<file path="src/rtl/dct4_fwd.sv">
// ---------------------------------------------------------------------------
// dct4_fwd -- four-point forward DCT engine (integer basis 64/83/36)
//
// Collects four serial samples x0..x3, runs an even/odd butterfly in one
// cycle, then streams the coefficients y0..y3 out serially. Input and output
// never overlap: a block is fully drained before the next one is accepted.
//
// Ports:
//   clk      in   rising-edge clock
//   reset    in   asynchronous reset, ACTIVE LOW despite the name
//   s_data   in   signed input sample (IN_W), order x0,x1,x2,x3
//   s_valid  in   s_data valid
//   s_ready  out  block accepts a sample this cycle
//   m_data   out  signed coefficient (OUT_W)
//   m_idx    out  coefficient index 0..3 of m_data
//   m_last   out  high alongside y3
//   m_valid  out  m_data valid
//   m_ready  in   downstream accepts m_data
//
// Configuration macro:
//   DCT4_ROUND_EN  when defined, each coefficient becomes (y+64)>>>7
//                  (round-half-up), sign-extended to OUT_W.
// ---------------------------------------------------------------------------
module dct4_fwd #(
  parameter int IN_W  = 8,
  parameter int OUT_W = IN_W + 9
) (
  input  logic                    clk,
  input  logic                    reset,
  input  logic signed [IN_W-1:0]  s_data,
  input  logic                    s_valid,
  output logic                    s_ready,
  output logic signed [OUT_W-1:0] m_data,
  output logic [1:0]              m_idx,
  output logic                    m_last,
  output logic                    m_valid,
  input  logic                    m_ready
);

  localparam int EW = IN_W + 1;

  typedef enum logic [1:0] {
    LOAD = 2'd0,
    CALC = 2'd1,
    OUT  = 2'd2
  } state_t;

  state_t                  state_q, state_d;
  logic [1:0]              cnt_q, cnt_d;
  logic [1:0]              oidx_q, oidx_d;
  logic                    ready_q;
  logic signed [IN_W-1:0]  x_q [4];
  logic signed [OUT_W-1:0] y_q [4];

  logic                    loadEn;
  logic                    calcEn;

  logic signed [EW-1:0]    e0, e1, o0, o1;
  logic signed [OUT_W-1:0] e0w, e1w, o0w, o1w;
  logic signed [OUT_W-1:0] y0c, y1c, y2c, y3c;

  // Constant multiplies built from shifts and adds only.
  function automatic logic signed [OUT_W-1:0] mul83(input logic signed [OUT_W-1:0] v);
    return (v <<< 6) + (v <<< 4) + (v <<< 1) + v;
  endfunction

  function automatic logic signed [OUT_W-1:0] mul36(input logic signed [OUT_W-1:0] v);
    return (v <<< 5) + (v <<< 2);
  endfunction

  // Final scaling applied as the coefficients are registered.
  function automatic logic signed [OUT_W-1:0] scaleOut(input logic signed [OUT_W-1:0] v);
`ifdef DCT4_ROUND_EN
    return (v + OUT_W'(64)) >>> 7;
`else
    return v;
`endif
  endfunction

  // Even/odd butterfly. Everything is widened to OUT_W before the constant
  // multiplies, which is wide enough that no intermediate can overflow.
  always_comb begin
    e0  = EW'(x_q[0]) + EW'(x_q[3]);
    e1  = EW'(x_q[1]) + EW'(x_q[2]);
    o0  = EW'(x_q[0]) - EW'(x_q[3]);
    o1  = EW'(x_q[1]) - EW'(x_q[2]);
    e0w = OUT_W'(e0);
    e1w = OUT_W'(e1);
    o0w = OUT_W'(o0);
    o1w = OUT_W'(o1);
    y0c = (e0w + e1w) <<< 6;
    y2c = (e0w - e1w) <<< 6;
    y1c = mul83(o0w) + mul36(o1w);
    y3c = mul36(o0w) - mul83(o1w);
  end

  // Next-state logic. ready_q gates LOAD so that no sample is taken in the
  // first cycle after reset is released.
  always_comb begin
    state_d = state_q;
    cnt_d   = cnt_q;
    oidx_d  = oidx_q;
    loadEn  = 1'b0;
    calcEn  = 1'b0;
    case (state_q)
      LOAD: begin
        if (s_valid && ready_q) begin
          loadEn = 1'b1;
          cnt_d  = cnt_q + 2'd1;
          if (cnt_q == 2'd3) begin
            state_d = CALC;
          end
        end
      end
      CALC: begin
        calcEn  = 1'b1;
        oidx_d  = 2'd0;
        state_d = OUT;
      end
      OUT: begin
        if (m_ready) begin
          oidx_d = oidx_q + 2'd1;
          if (oidx_q == 2'd3) begin
            state_d = LOAD;
          end
        end
      end
      default: begin
        state_d = LOAD;
        cnt_d   = 2'd0;
        oidx_d  = 2'd0;
      end
    endcase
  end

  // State, sample buffer and coefficient registers. s_ready is registered
  // from the next state, so it rises the cycle after the last output is taken.
  always_ff @(posedge clk or negedge reset) begin
    if (!reset) begin
      state_q <= LOAD;
      cnt_q   <= 2'd0;
      oidx_q  <= 2'd0;
      ready_q <= 1'b0;
      for (int i = 0; i < 4; i++) begin
        x_q[i] <= '0;
        y_q[i] <= '0;
      end
    end else begin
      state_q <= state_d;
      cnt_q   <= cnt_d;
      oidx_q  <= oidx_d;
      ready_q <= (state_d == LOAD);
      if (loadEn) begin
        x_q[cnt_q] <= s_data;
      end
      if (calcEn) begin
        y_q[0] <= scaleOut(y0c);
        y_q[1] <= scaleOut(y1c);
        y_q[2] <= scaleOut(y2c);
        y_q[3] <= scaleOut(y3c);
      end
    end
  end

  // Output stream; data is forced to zero whenever nothing is offered.
  always_comb begin
    s_ready = ready_q;
    m_valid = (state_q == OUT);
    m_idx   = oidx_q;
    m_last  = (state_q == OUT) && (oidx_q == 2'd3);
    m_data  = (state_q == OUT) ? y_q[oidx_q] : '0;
  end

endmodule

</file>
<file path="config.mk">
export PLATFORM = sky130hd
export DESIGN_NAME = dct4_fwd
export DESIGN_NICKNAME = d
export VERILOG_FILES = /design/src/rtl/dct4_fwd.sv
export SDC_FILE = /design/constraint.sdc
export NUM_CORES = 1
export LEC_CHECK = 0
export ABC_AREA = 1
export CORE_ASPECT_RATIO = 1.2
export CORE_UTILIZATION = 69
export DETAILED_ROUTE_END_ITERATION = 6
export PLACE_DENSITY = 0.95
export SYNTH_ARGS = -nofsm -noshare
export SYNTH_HDL_FRONTEND = slang
export SYNTH_SLANG_ARGS = --single-unit
</file>
<file path="constraint.sdc">
create_clock -name clk -period 13.15 [get_ports clk]
set_clock_uncertainty 0.2 [all_clocks]
set_input_delay 2.63 -clock clk [delete_from_list [all_inputs] [get_ports clk]]
set_output_delay 2.63 -clock clk [all_outputs]
set_load 0.05 [all_outputs]
</file>
**Word level (Yosys, flattened, before mapping)**

Index checks and enable logic that the tools add are counted.

- Register bits after elaboration: 95
- Input bits: 12
- Output and inout bits: 22
- Word-level logic and storage cells: 70

- $add $sub $neg: 18
- Magnitude comparators: 3
- Equality and inequality tests: 6
- Mux-type cells: 19
- Bitwise operators: 4
- Reductions and logical operators: 8

Operators by type and width:

| cell | count |
|---|---|
| 17-bit 2-to-1 mux | 3 |
| 16-bit by 10-bit adder with 17-bit output | 2 |
| 17-bit by 9-bit adder with 17-bit output | 2 |
| 17-bit binary-select mux with 2-bit select | 1 |
| 15-bit by 13-bit adder with 16-bit output | 2 |
| 32-bit bitwise mux | 1 |
| 14-bit by 11-bit adder with 15-bit output | 2 |
| 8-bit by 8-bit adder with 9-bit output | 2 |
| 8-bit by 8-bit subtractor with 9-bit output | 2 |
| 17-bit by 15-bit adder with 17-bit output | 1 |
| 15-bit by 17-bit subtractor with 17-bit output | 1 |
| 8-bit demux with 2-bit select | 1 |
| 2-bit 2-to-1 mux | 6 |
| 9-bit by 9-bit adder with 10-bit output | 1 |
| 9-bit by 9-bit subtractor with 10-bit output | 1 |
| 8-bit 2-to-1 mux | 1 |
| 2-bit one-hot mux with 2 select lines | 2 |
| 2-bit equality test, second input constant | 3 |
| 3-bit >= comparator, second input constant | 2 |
| 2-bit NOT with 3-bit output | 2 |
| 2-bit one-hot mux with 3 select lines | 1 |
| 2-bit by 1-bit adder with 2-bit output, second input constant | 2 |
| 2-bit zero test | 2 |
| 2-bit AND reduction | 2 |
| 8 further kinds | 13 |

**Logic depth before layout (Yosys ltp)**

- Word-level depth: 6
- Gate-level depth with buffers: 29
- Depth with buffers taken out: 28

**Worst setup path after synthesis**

Ideal clock, no wire load.

- Path kind: register -> output
- Start point: register state_q[0]
- End point: output port m_data[15]
- Arrival: 2.749 ns
- Required time: 10.320 ns
- Path slack: 7.571 ns
- Stages on the path, launching flop included: 5
- Buffers on the path: 0
- Cells stage by stage: dfrtp_1 > inv_1 > ha_1 > clkinv_1 > a311oi_1

- Word-level cells in the longest chain between the ends: 2

Ends and longest elaborated chain:

| element | RTL line | text |
|---|---|---|
| start, declared | 48 | `state_t state_q, state_d;` |
| start signal, assigned | 149 | `state_q <= state_d;` |
| 2-bit equality test | n/a |  |
| named net m_valid | 36 | `output logic m_valid,` |
| 17-bit 2-to-1 mux | 171 | `m_data = (state_q == OUT) ? y_q[oidx_q] : '0;` |
| end, declared | 33 | `output logic signed [OUT_W-1:0] m_data,` |

The timed path passes the listed nets, and every way through them passes these cells.

**Worst setup path in the final report**

- Start point: register oidx_q[1] (netlist: m_idx[1])
- End point: output port m_data[12]

- Word-level cells in the longest chain between the ends: 5

Ends and longest elaborated chain:

| element | RTL line | text |
|---|---|---|
| start, declared | 50 | `logic [1:0] oidx_q, oidx_d;` |
| start signal, assigned | 151 | `oidx_q <= oidx_d;` |
| 2-bit NOT with 3-bit output (implied by the code) | 171 |  |
| 17-bit binary-select mux with 2-bit select | 171 |  |
| 17-bit 2-to-1 mux (implied by the code) (2 in a row) | 171 |  |
| 17-bit 2-to-1 mux | 171 |  |

Every way passes these cells. The select of a mux whose other input is x is not followed.

==> qor.log <==
[cells_and_area] area occupied by multi-input gates 6420 µm²
[grt] remaining global-route overflow 0
[synth] Post-Synthesis Mean Instance Area 7.29 µm²
[cells_and_area] share of the core filled with cells in the final layout 76.7%
[clock_network] H-tree depth 3
[placement] dpl hpwl 19800 µm
[run] max_cap viols 0
[drt] number of iterations in the first detailed-routing pass 7
[cells_and_area] leading cell type in the layout, fill and taps excluded nand2_1
[floorplanning] die footprint 15000 µm²
[drt] detailed-route DRC error count 5
[clock_network] Hold-fix buffers, CTS 0
[grt] overall fraction of global-route tracks in use 35.1%
[grt] number of antenna violations at the first check in global routing 0
[sta] number of slew-limit violations in the final report 0
[outcome] run status complete, but fails checks
[synth] synthesized instance count 1370
[placement] placement-stage cell area 10400 µm²
[clock_network] Clock Sinks 92
[grt] first-pass GRT wire length 40900 µm
[setup_path] maximum net fanout on the critical path 19
[cells_and_area] sequential cell area 2300 µm²
[placement] Port Buf Inserts 33
[clock_network] TritonCTS clock tree built
[synth] share of Yosys cell area claimed by the top area cell type 23.1%
[floorplanning] height of the chip 134 µm
[floorplanning] number of rows created at floorplan 47
[cells_and_area] Fillers 1024
[worst_hold_path] class of the worst hold path flip-flop to flip-flop
[drt] Wirelength per Cell 16.0 µm
[sta] unrepaired setup endpoints after global routing no
[sta] portion of the clock cycle consumed by the worst path in the final layout 44.3%
[clock_network] quantity of gates resized following cts 0
[synth] EDFF count, synth 0
[cells_and_area] area added between synthesis and finish 7.04%
[sta] shortest clock period the worst path allows after layout 5830 ps
[clock_network] Root Driver clkbuf_16
[clock_network] number of buffers created by CTS 9
[grt] maximum number of pins on one net before global-route repair 66
[placement] Place WS 7740 ps
[cells_and_area] final non-filler cell area 10700 µm²
[setup_path] type of origin of the critical path flip-flop
[sta] Final WS setup 7320 ps
[sta] Max-Slew Margin vs Limit 30.9%
[floorplanning] Initial Utilization 71.6%
[synth] Ys Warns 0
[synth] Synth Register Bits 92
[cells_and_area] Post-layout nets 1577
[setup_path] startpoint-to-endpoint class of the critical path flip-flop to output port
[grt] vias in the first global route 8619
[outcome] violations in the final reports DRC
[synth] number of library cell types mapped by synthesis 45
[sta] Worst Max-Slew Pin Slew 1030 ps
[synth] cell taking the most area after synthesis dfrtp_1
[floorplanning] number of ports placed on the die boundary 34
[clock_network] clk_lat worst skew 360 ps
[sta] # setup viols final 0
[sta] fmax 172 MHz
[sta] Fin. Hold Viols 0
[setup_path] endpoint arrival time on the critical path 3000 ps
[setup_path] critical path endpoint category output port
[placement] final weighted congestion in routability-driven placement 0.943
[floorplanning] width of the die 112 µm
[cells_and_area] most used cells in the layout excluding fill and tap cells 346 x nand2_1, 276 x inv_1, 125 x ha_1
[synth] number of nets produced by synthesis 1563
[synth] Post-synth ARST share 100%
[drt] First DRT Iteration DRCs 751
[floorplanning] floorplan core area 13900 µm²
[cells_and_area] fraction of layout cells with a size suffix above 1 3.46%
[clock_network] number of buffers on the longest clock path 2
[synth] top cells by area, synth dfrtp_1 23%, ha_1 16%, nand2_1 13%, fa_1 11%, inv_1 10%
[drt] ratio of routed vias to standard cells 5.66
[cells_and_area] number of antenna repair diodes 0
[clock_network] Setup Fix Bufs, Post-CTS 0
[drt] final antenna-violating net count 0
[synth] portion of the post-synthesis area used by sequential elements 23.1%
[clock_network] clock-pin slew on the worst setup and hold paths 70 ps
[synth] mapped cell area 9980 µm²
[synth] most instantiated flip-flop cell in the synthesis netlist dfrtp_1
[drt] Routed WL 25000 µm
[drt] via count 8834
[sta] setup TNS 0 ps
[setup_path] required time of the critical path 10320 ps
-- flip-flops by register name (all words and copies together) (netlist names) --
signal,count
x_q,32
y_q,53
s_ready,1
m_idx,2
state_q,2
cnt_q,2
-- worst max-delay path: stages (launching register included) --
cell	delay, ps
dfrtp_1	700
clkinv_1	570
a21oi_1	240
o21ai_0	110
a21oi_1	170
clkdlybuf4s50_1	830
-- layer usage --
metal	part of all wire, %	track usage [%]
met1	41	42.1
met2	49	60.9
met3	5.5	4.32
met4	5.1	20.3
met5	0	0
-- kinds of logic (layout without fill, tap and decap cells) --
group	after synthesis	after routing	share of synthesized area [%]
AND/OR/NAND/NOR	542	542	22.8
adder cells (fa/ha/maj)	181	181	26.9
flip-flops	92	92	23.1
XOR/XNOR	42	42	3.68
buffers and inverters	318	337	12.6
AO/OA/AOI/OAI	195	195	10.9
-- cell usage after synthesis, drive strengths merged (4+ instances only) --
| master | n |
|---|---|
| nand4 | 26 |
| fa | 56 |
| dfrtp | 92 |
| clkbuf | 9 |
| nand3 | 82 |
| a21oi | 69 |
| ha | 125 |
| inv | 282 |
| xor2 | 28 |
| nand2 | 353 |
| buf | 24 |
| nor3 | 4 |
| nor2 | 71 |
| o21bai | 9 |
| o21ai | 99 |
| xnor2 | 14 |
-- worst paths after layout --
check                                startpoint              endpoint  slack (ps)  cells after the start
setup / recovery           m_idx[1]$_DFFE_PN0P_            m_data[12]        7320                      5
hold / removal              y_q[44]$_DFFE_PN0N_   y_q[44]$_DFFE_PN0N_         290                      2
setup reg to reg            x_q[12]$_DFFE_PN0P_    y_q[8]$_DFFE_PN0N_        7940                     22
hold reg to reg             y_q[44]$_DFFE_PN0N_   y_q[44]$_DFFE_PN0N_         290                      2
max in group asynchronous                 reset  state_q[0]$_DFF_PN0_        9620                      2
min in group asynchronous                 reset   y_q[10]$_DFFE_PN0N_        1980                      1
-- metrics by stage --
stage	std cells	hold slack (ps)
final	1560	287
after global routing	1560	315
after CTS	1560	290
after detailed placement	1544	263
after global placement	1544	263
after floorplan	1370	237
-- layout make-up --
cell class / instances / share of cell area, %
clock buffers: 9 / 2.11
clock inverters: 7 / 0.995
inverters: 285 / 10.0
multi-input cells: 960 / 60.1
flip-flops and latches: 92 / 21.5
well taps: 171 / 2.00
repair buffers: 36 / 3.28
Power is not shown: default switching activity piles up to over one toggle a cycle in this logic, so the estimate is an artifact.
